--- config.mk ---
export PLATFORM = sky130hd
export DESIGN_NAME = operand_ring_queue
export DESIGN_NICKNAME = d
export VERILOG_FILES = /design/src/rtl/operand_ring_queue_pkg.sv /design/src/rtl/operand_ring_queue_ptr_step.sv /design/src/rtl/operand_ring_queue.sv
export SDC_FILE = /design/constraint.sdc
export NUM_CORES = 1
export LEC_CHECK = 0
export BUFFER_PORTS_ARGS = -buffer_cell sky130_fd_sc_hd__buf_2
export CORE_MARGIN = 4
export CORE_UTILIZATION = 41
export CTS_CLUSTER_SIZE = 12
export DETAILED_ROUTE_END_ITERATION = 10
export PLACE_DENSITY_LB_ADDON = 0.3
export REMOVE_ABC_BUFFERS = 1
export SETUP_SLACK_MARGIN = 0.02
export SLEW_MARGIN = 10
export SYNTH_ARGS = -nofsm -noshare
export SYNTH_HDL_FRONTEND = slang
export SYNTH_HIERARCHICAL = 1
export SYNTH_SLANG_ARGS = --single-unit
--- constraint.sdc ---
create_clock -name clk -period 4.85 [get_ports clk]
set_input_delay 0.485 -clock clk [delete_from_list [all_inputs] [get_ports clk]]
set_output_delay 0.485 -clock clk [all_outputs]
set_load 0.02 [all_outputs]
--- src/rtl/operand_ring_queue_pkg.sv ---
// Shared opcodes and sizing helpers for the operand ring queue.
package operand_queue_pkg;

    localparam logic [1:0] OP_PUSH      = 2'b00;
    localparam logic [1:0] OP_POP1_PUSH = 2'b01;
    localparam logic [1:0] OP_POP2_PUSH = 2'b10;
    localparam logic [1:0] OP_POP1      = 2'b11;

    // Pointer width for a ring of the given depth, never below one bit.
    function automatic int ptr_w(input int depth);
        return (depth > 2) ? $clog2(depth) : 1;
    endfunction

endpackage

--- src/rtl/operand_ring_queue_ptr_step.sv ---
// Modulo-DEPTH pointer advance by 0, 1 or 2 for non-power-of-two rings.
module ring_ptr_step
    import operand_queue_pkg::*;
#(
    parameter int DEPTH = 8,
    localparam int PW = ptr_w(DEPTH)
) (
    input  logic [PW-1:0] ptr,
    input  logic [1:0]    step,
    output logic [PW-1:0] nxt
);

    localparam logic [PW:0] LIM = (PW + 1)'(DEPTH);

    logic [PW:0] sum;
    logic [PW:0] wrapped;

    // ptr < DEPTH and step <= 2 <= DEPTH, so one subtraction suffices.
    assign sum     = {1'b0, ptr} + (PW + 1)'(step);
    assign wrapped = sum - LIM;
    assign nxt     = (sum >= LIM) ? wrapped[PW-1:0] : sum[PW-1:0];

endmodule

--- src/rtl/operand_ring_queue.sv ---
// Circular operand queue between the expression decoder and the ALU.
module operand_ring_queue
    import operand_queue_pkg::*;
#(
    parameter int DATA_W = 8,
    parameter int DEPTH = 8,
    localparam int CNT_W = $clog2(DEPTH + 1)
) (
    input  logic                clk,
    input  logic                rst_n,
    input  logic                op_valid,
    output logic                op_ready,
    input  logic [1:0]          opcode,
    input  logic [DATA_W-1:0]   back,
    input  logic                flush,
    input  logic                err_clr,
    output logic [2*DATA_W-1:0] top_conc,
    output logic                top_valid,
    output logic [CNT_W-1:0]    count,
    output logic                empty,
    output logic                full,
    output logic                err_underflow,
    output logic                err_overflow
);

    localparam int PW = ptr_w(DEPTH);
    localparam logic [CNT_W-1:0] DEPTH_C = CNT_W'(DEPTH);

    logic [DATA_W-1:0] mem [DEPTH];
    logic [PW-1:0]     head;
    logic [PW-1:0]     tail;
    logic [PW-1:0]     head_nx;
    logic [PW-1:0]     head_p1;
    logic [PW-1:0]     tail_nx;
    logic [1:0]        sync;
    logic              accept;
    logic              want_push;
    logic              want_pop;
    logic              pop_two;
    logic              short;
    logic              pop_ok;
    logic              push_ok;
    logic              overflow;
    logic              underflow;
    logic [1:0]        pop_step;
    logic [CNT_W-1:0]  need;
    logic [CNT_W-1:0]  count_nx;
    logic [DATA_W-1:0] second;

    assign op_ready = sync[1] & ~flush;
    assign accept   = op_valid & op_ready;
    assign empty    = (count == '0);
    assign full     = (count == DEPTH_C);

    always_comb begin
        want_push = 1'b0;
        want_pop  = 1'b0;
        pop_two   = 1'b0;
        unique case (opcode)
            OP_PUSH: want_push = 1'b1;
            OP_POP1_PUSH: begin
                want_push = 1'b1;
                want_pop  = 1'b1;
            end
            OP_POP2_PUSH: begin
                want_push = 1'b1;
                want_pop  = 1'b1;
                pop_two   = 1'b1;
            end
            OP_POP1: want_pop = 1'b1;
            default: ;
        endcase
    end

    // A short pop drops the whole command, push included.
    assign need      = pop_two ? CNT_W'(2) : CNT_W'(1);
    assign short     = want_pop & (count < need);
    assign underflow = accept & short;
    assign pop_ok    = accept & want_pop & ~short;
    assign overflow  = accept & want_push & ~want_pop & full;
    assign push_ok   = accept & want_push & ~short
                     & (want_pop | ~full);

    assign pop_step = pop_ok ? (pop_two ? 2'd2 : 2'd1) : 2'd0;
    assign count_nx = count + CNT_W'(push_ok) - CNT_W'(pop_step);
    assign second   = pop_two ? mem[head_p1] : '0;

    ring_ptr_step #(.DEPTH(DEPTH)) u_head (
        .ptr  (head),
        .step (pop_step),
        .nxt  (head_nx)
    );

    ring_ptr_step #(.DEPTH(DEPTH)) u_head_p1 (
        .ptr  (head),
        .step (2'd1),
        .nxt  (head_p1)
    );

    ring_ptr_step #(.DEPTH(DEPTH)) u_tail (
        .ptr  (tail),
        .step ({1'b0, push_ok}),
        .nxt  (tail_nx)
    );

    always_ff @(posedge clk) begin
        if (push_ok) begin
            mem[tail] <= back;
        end
    end

    always_ff @(posedge clk or negedge rst_n) begin
        if (!rst_n) begin
            sync          <= '0;
            head          <= '0;
            tail          <= '0;
            count         <= '0;
            top_conc      <= '0;
            top_valid     <= 1'b0;
            err_underflow <= 1'b0;
            err_overflow  <= 1'b0;
        end else begin
            sync <= {sync[0], 1'b1};
            if (flush) begin
                head      <= '0;
                tail      <= '0;
                count     <= '0;
                top_valid <= 1'b0;
            end else begin
                head      <= head_nx;
                tail      <= tail_nx;
                count     <= count_nx;
                top_valid <= pop_ok;
                if (pop_ok) begin
                    top_conc <= {mem[head], second};
                end
            end
            if (underflow) begin
                err_underflow <= 1'b1;
            end else if (err_clr) begin
                err_underflow <= 1'b0;
            end
            if (overflow) begin
                err_overflow <= 1'b1;
            end else if (err_clr) begin
                err_overflow <= 1'b0;
            end
        end
    end

endmodule

Word level (Yosys, flattened, before mapping)
Memories as Yosys holds them, arrays and structs flattened. A register that Yosys moved wholly into a read port is not among the register bits.
Index checks and enable logic that the tools add are counted.

operators by class
  add/subtract/negate cells = 8
  order comparisons = 4
  eq/ne operators = 4
  multiplexer cells = 19
  bitwise logic cells = 16
  reduce and logical (&&, ||, !) cells = 8

operators by type and width
  cell                   count
  $mux W3                5
  $ge A4 B4 Y1 const B   3
  $and A1 B1 Y1          11
  $mux W1                9
  $sub A3 B1 Y3 const B  3
  $mux W8                1
  $mux W2                3
  $reduce_or A3 Y1       2
  $add A3 B1 Y4          1
  $add A3 B1 Y4 const B  1
  $add A3 B2 Y4          1
  $add A4 B1 Y4          1
  $eq A2 B2 Y1 const B   2
  $eq A4 B4 Y1 const B   1
  $logic_not A4 Y1       1
  $lt A4 B2 Y1           1
  $mux W4                1
  $not A1 Y1             4
  $reduce_bool A2 Y1     2
  $sub A4 B2 Y4          1
  $eq A2 B1 Y1 const B   1
  $logic_not A2 Y1       1
  $reduce_and A2 Y1      1
  $logic_not A1 Y1       1
  $or A1 B1 Y1           1

word-level totals
  bits in registers = 31
  RAM bits = 64
  bits of input ports = 15
  output and inout bits = 26
  logic and storage cells = 68
  memories kept = 1

memories
  name  depth  width  read ports  clocked after Yosys merged registers in  wr ports  RTL line                  text
  mem   8      8      2           1                                        1         operand_ring_queue.sv:29  logic [DATA_W-1:0] mem [DEPTH];

Longest topological paths before layout
  word-level depth = 12
  depth in mapped cells = 14
  depth with buffers taken out = 13

Modules after synthesis
The synthesis kept the hierarchy.

modules (own cells, without submodules)
  module              instances  cells an instance  area an instance (µm²)  seq. area each (µm²)
  operand_ring_queue  1          236                4,367.9                 2,697.6
  ring_ptr_step       3          3                  41.3                    0.0

Worst setup path before layout
OpenSTA, ideal clock, no wires.

  kind = input to register
  start point = in opcode[0]
  end point = reg count[2]
  setup time = 0.132 ns
  arrival = 3.055 ns
  data required time = 4.718 ns
  setup slack = 1.664 ns
  stages = 13
  buffers on the path = 1
  cells stage by stage = nand2b_1 ha_1 o21ai_0 a21oi_1 o21ai_2 clkbuf_1 nor2b_1 ha_1 inv_1 ha_1 fa_1 xnor2_1 nor2_1

on the way
  elaborated cells on any way between the ends = 24
  those cells by class = 2 x add/sub; 1 x order compare; 3 x eq/ne; 7 x mux; 8 x bitwise; 3 x reduce/logical

RTL lines
  element               RTL line                                            text
  start, declared       operand_ring_queue.sv:13                            input logic [1:0] opcode,
  $eq A2 B2 Y1          operand_ring_queue.sv:59                            unique case (opcode)
  $mux W1               operand_ring_queue.sv:59
  $mux W2               operand_ring_queue.sv:76, operand_ring_queue.sv:84
  $lt A4 B2 Y1          operand_ring_queue.sv:77                            assign short = want_pop & (count < need);
  $and A1 B1 Y1         operand_ring_queue.sv:77
  $not A1 Y1            operand_ring_queue.sv:79                            assign pop_ok = accept & want_pop & ~short;
  $and A1 B1 Y1         operand_ring_queue.sv:79
  $mux W2 *             operand_ring_queue.sv:84                            assign pop_step = pop_ok ? (pop_two ? 2'd2 : 2'd1) : 2'd0;
  net pop_step[0]       operand_ring_queue.sv:45                            logic [1:0] pop_step;
  $sub A4 B2 Y4 *       operand_ring_queue.sv:85                            assign count_nx = count + CNT_W'(push_ok) - CNT_W'(pop_step);
  $mux W4 *             operand_ring_queue.sv:124                           if (flush) begin
  end signal, assigned  operand_ring_queue.sv:132                           count <= count_nx;
  end, declared         operand_ring_queue.sv:19                            output logic [CNT_W-1:0] count,

Mark *: on every way through the listed nets, which the timed path passes. The rest lies on a longest branch.
A chain may end at the register's enable or synchronous reset.

Worst setup path in the final report
  start point = reg count[1]
  end point = reg count[1]

on the way
  word-level cells in the longest chain between the ends = 8
  elaborated cells on any way between the ends = 13
  those cells by class = 2 x add/sub; 1 x order compare; 1 x eq/ne; 2 x mux; 7 x bitwise

RTL lines
  element          RTL line                                            text
  $lt A4 B2 Y1     operand_ring_queue.sv:77
  $and A1 B1 Y1    operand_ring_queue.sv:77
  $not A1 Y1       operand_ring_queue.sv:79, operand_ring_queue.sv:81
  $and A1 B1 Y1    operand_ring_queue.sv:81                            assign push_ok = accept & want_push & ~short
  $and A1 B1 Y1    operand_ring_queue.sv:82                            & (want_pop | ~full);
  $add A4 B1 Y4    operand_ring_queue.sv:85
  $sub A4 B2 Y4 *  operand_ring_queue.sv:85
  $mux W4 *        operand_ring_queue.sv:124

Every way passes the cells marked *; elsewhere a longest branch is shown, timed or not.

==> metrics.txt <==
status=finished, final reports clean; fin cells=between 400 and 500; Final Hold Fails=0; WL/cell=19.2 um; clock skew=between 20 and 25 ps; most numerous cell in the Yosys netlist=edfxtp_1; total negative slack=0 ps; vias in the first global route=2372; delay of the slowest critical-path stage=~800 ps; Max Freq=~310 MHz; final number of setup-violating endpoints=0; share of cells above drive strength 1=0.377; critical path's slowest cell=o311ai_2; Site Rows=37; largest net degree at the start of global routing=32; first-pass GRT wire length=around 13 mm; drc violations=0; Mapped Avg Cell Area=18.3 um2; XOR/XNOR Fraction of Synth Area=0.00975; Longest Clk Path Bufs=2; met3 GRT Util=0.0426; Global Route Usage Sum=0.143; worst relative slew slack=0.374; CTS tree=done; CTS Hold Bufs=0; Min Clock Period, post-route=3180 ps; number of synthesized flops with an enable pin=64; Worst Hold Margin=roughly 170 ps; Post-synth top cells=edfxtp_1, dfrtp_1, mux2_2; most used cell along the critical path=ha_1; RSZ-0062 raised after global routing=false; Layout area overhead=13.1%; initial antenna violation count=1; Mapped Cells=245; Main synth FF type=edfxtp_1; Crit path max-delay family=adder cells; Synth Cell Area=4490 um2; Pwr per Cell Area=between 300 and 400 nW/um2; Final Max Slew Viols=0; Synth Area in Compound Gates=0.0340; post-route ant nets=0; post-synth top area cell=edfxtp_1; worst-path cell chain=ha_1 -> o21ai_0 -> a21oi_1 -> o311ai_2 -> ha_1 -> inv_1 -> ha_1 -> fa_1 -> nor2b_1; VDD IR max=186 uV; Via density=5.39; Synth Warn #=14; Gates resized, CTS repair=0; placed cells=420; top cell type's share of synthesized area=0.428; Post-CTS Setup Repair Bufs=0; DR pass1 iterations=4; clock sink count=95; core outline area=10500 um2; GR Layer Usage met1=0.190; Slew @ Worst Pin=940 ps; HPWL after DPL=5.50 mm; CTS Root Cell=clkbuf_8; crit start category=flop; gr busiest metal=met2; Die Ht=113 um; GR Layer Usage met2=0.227; clk slew on worst S/H paths=110 ps; critical path required time=5090 ps; CP bufs+invs=1; Pleak=1.94 nW; worst hold path class=input port to async pin; simple-gate share of the synthesized area=0.0426; TritonCTS Buffers=9; Worst setup EP type=flop; drt initial violations=129; Netlist cell types=36; I/O Pins=41; Port Buffers=40; WL final=8.38 mm; Max Cap Violations=0; main combinational cell family by area after synthesis=multiplexers; die width=around 110 um; nets=326; via count=2349; most area-consuming cells after synthesis=edfxtp_1, dfrtp_1, mux4_1; GRT Residual Overflow=0; Antenna diodes=0; Clk Latency, worst-skew pair=around 370 ps; die area=~13000 um2; number of H-tree levels=3; Layout Utilization=0.484; Initial Util=0.427; Yosys reg bits=95; mux cell area share after synthesis=0.233; crit-path max FO=10; Adder-Cell Fraction of Synth Area=0.0513; FFs w/ async S/R, synth=0.326; period utilization=0.655; proportion of synthesized chip area in sequential cells=0.601; Crit Path Category=flop to flop; Arrival @ worst endpoint=3420 ps; GP Congestion=0.783
through the flow:
stage	setup WS, ps	area [um2]	power (mW)
5_1_grt	1460	5080	2.08
3_3_place_gp	1440	4870	1.45
2_1_floorplan	1700	4410	1.31
6_report	1670	5080	1.97
4_1_cts	1640	5080	2.00
3_5_place_dp	1300	4870	1.46
layout by cell type, fill, tap and decap left out:
| cell type | synthesis | final |
|---|---|---|
| edfxtp_1 | 64 | 64 |
| buf_2 | 0 | 40 |
| dfrtp_1 | 31 | 31 |
| mux2_2 | 24 | 24 |
| mux4_2 | 17 | 17 |
| mux4_1 | 15 | 15 |
| ha_1 | 12 | 12 |
| nor2b_1 | 10 | 10 |
| inv_1 | 9 | 9 |
| clkbuf_8 | 0 | 9 |
| buf_4 | 1 | 9 |
| a22o_1 | 8 | 8 |
| nor2_1 | 7 | 7 |
| fa_1 | 4 | 4 |
| conb_1 | 2 | 4 |
| a21oi_1 | 3 | 3 |
| nor4b_2 | 0 | 3 |
| inv_6 | 0 | 3 |
| xor2_1 | 3 | 3 |
| nand2b_1 | 2 | 2 |
| nand3b_1 | 2 | 2 |
| nor3b_1 | 2 | 2 |
| nand2_1 | 2 | 2 |
| xnor2_1 | 2 | 2 |
| o21ai_0 | 1 | 1 |
| o21ai_2 | 1 | 1 |
| o311ai_2 | 1 | 1 |
| a2111oi_2 | 1 | 1 |
| nand3_1 | 1 | 1 |
| nor4bb_1 | 1 | 1 |
| nor4_1 | 1 | 1 |
| nor3_2 | 0 | 1 |
| a21o_1 | 1 | 1 |
| o41ai_1 | 1 | 1 |
| o22ai_1 | 1 | 1 |
| clkinv_4 | 0 | 1 |
| inv_8 | 0 | 1 |
| bufinv_16 | 0 | 1 |
| clkinvlp_4 | 0 | 1 |
flip-flops by register name, indices dropped and copies added (netlist names):
name and flops:
head 3, err_underflow 1, err_overflow 1, top_valid 1
count 4, top_conc 16, tail 3, mem 64
sync 2
worst register-to-register path, cell delays in order, from the launching register on:
cell and delay, ps:
dfrtp_1 440, ha_1 310, o21ai_0 270, a21oi_1 140, o311ai_2 780, ha_1 360, inv_1 50, ha_1 170
fa_1 410, nor2b_1 130
power by group:
part | internal, mW | switching (mW)
clock network | 0.248 | 0.287
registers | 0.944 | 0.0514
logic | 0.195 | 0.242
cell type report:
type | instances | area, um2
Inverter | 9 | 33.8
Timing Repair Buffer | 49 | 268
Clock inverter | 7 | 83.8
Tap cell | 136 | 170
Fill cell | 872 | 5430
Multi-Input combinational cell | 131 | 1700
Clock buffer | 9 | 124
Sequential cell | 95 | 2700
per-layer routing:
layer / routed length [um] / up-vias
met3: 530 / 10
met4: 89 / 2
met1: 3610 / 1191
li1: - / 1083
met2: 4140 / 63
met5: 13 / -
final timing paths:
check                      startpoint           end  slack (ps)  cells past startpoint
max in group asynchronous       rst_n   top_conc[9]        4190                      1
setup reg to reg             count[1]      count[1]        1670                      9
setup / recovery             count[1]      count[1]        1670                      9
min in group clk              err_clr  err_overflow         330                      2
hold reg to reg               sync[0]       sync[1]         360                      0
hold / removal                  rst_n   top_conc[4]         170                      1
logic make-up (layout without fill, tap and decap cells):
family                     count (synthesis)  count (layout)
other                                      2               4
adders and majority gates                 16              16
and+or+nand+nor                           32              32
muxes                                     56              56
xor gates and xnor gates                   5               5
buffers and inverters                     21              74
AOI/OAI and AO/OA                         18              18
DFF                                       95              95
(Power assumes the default switching activity.)
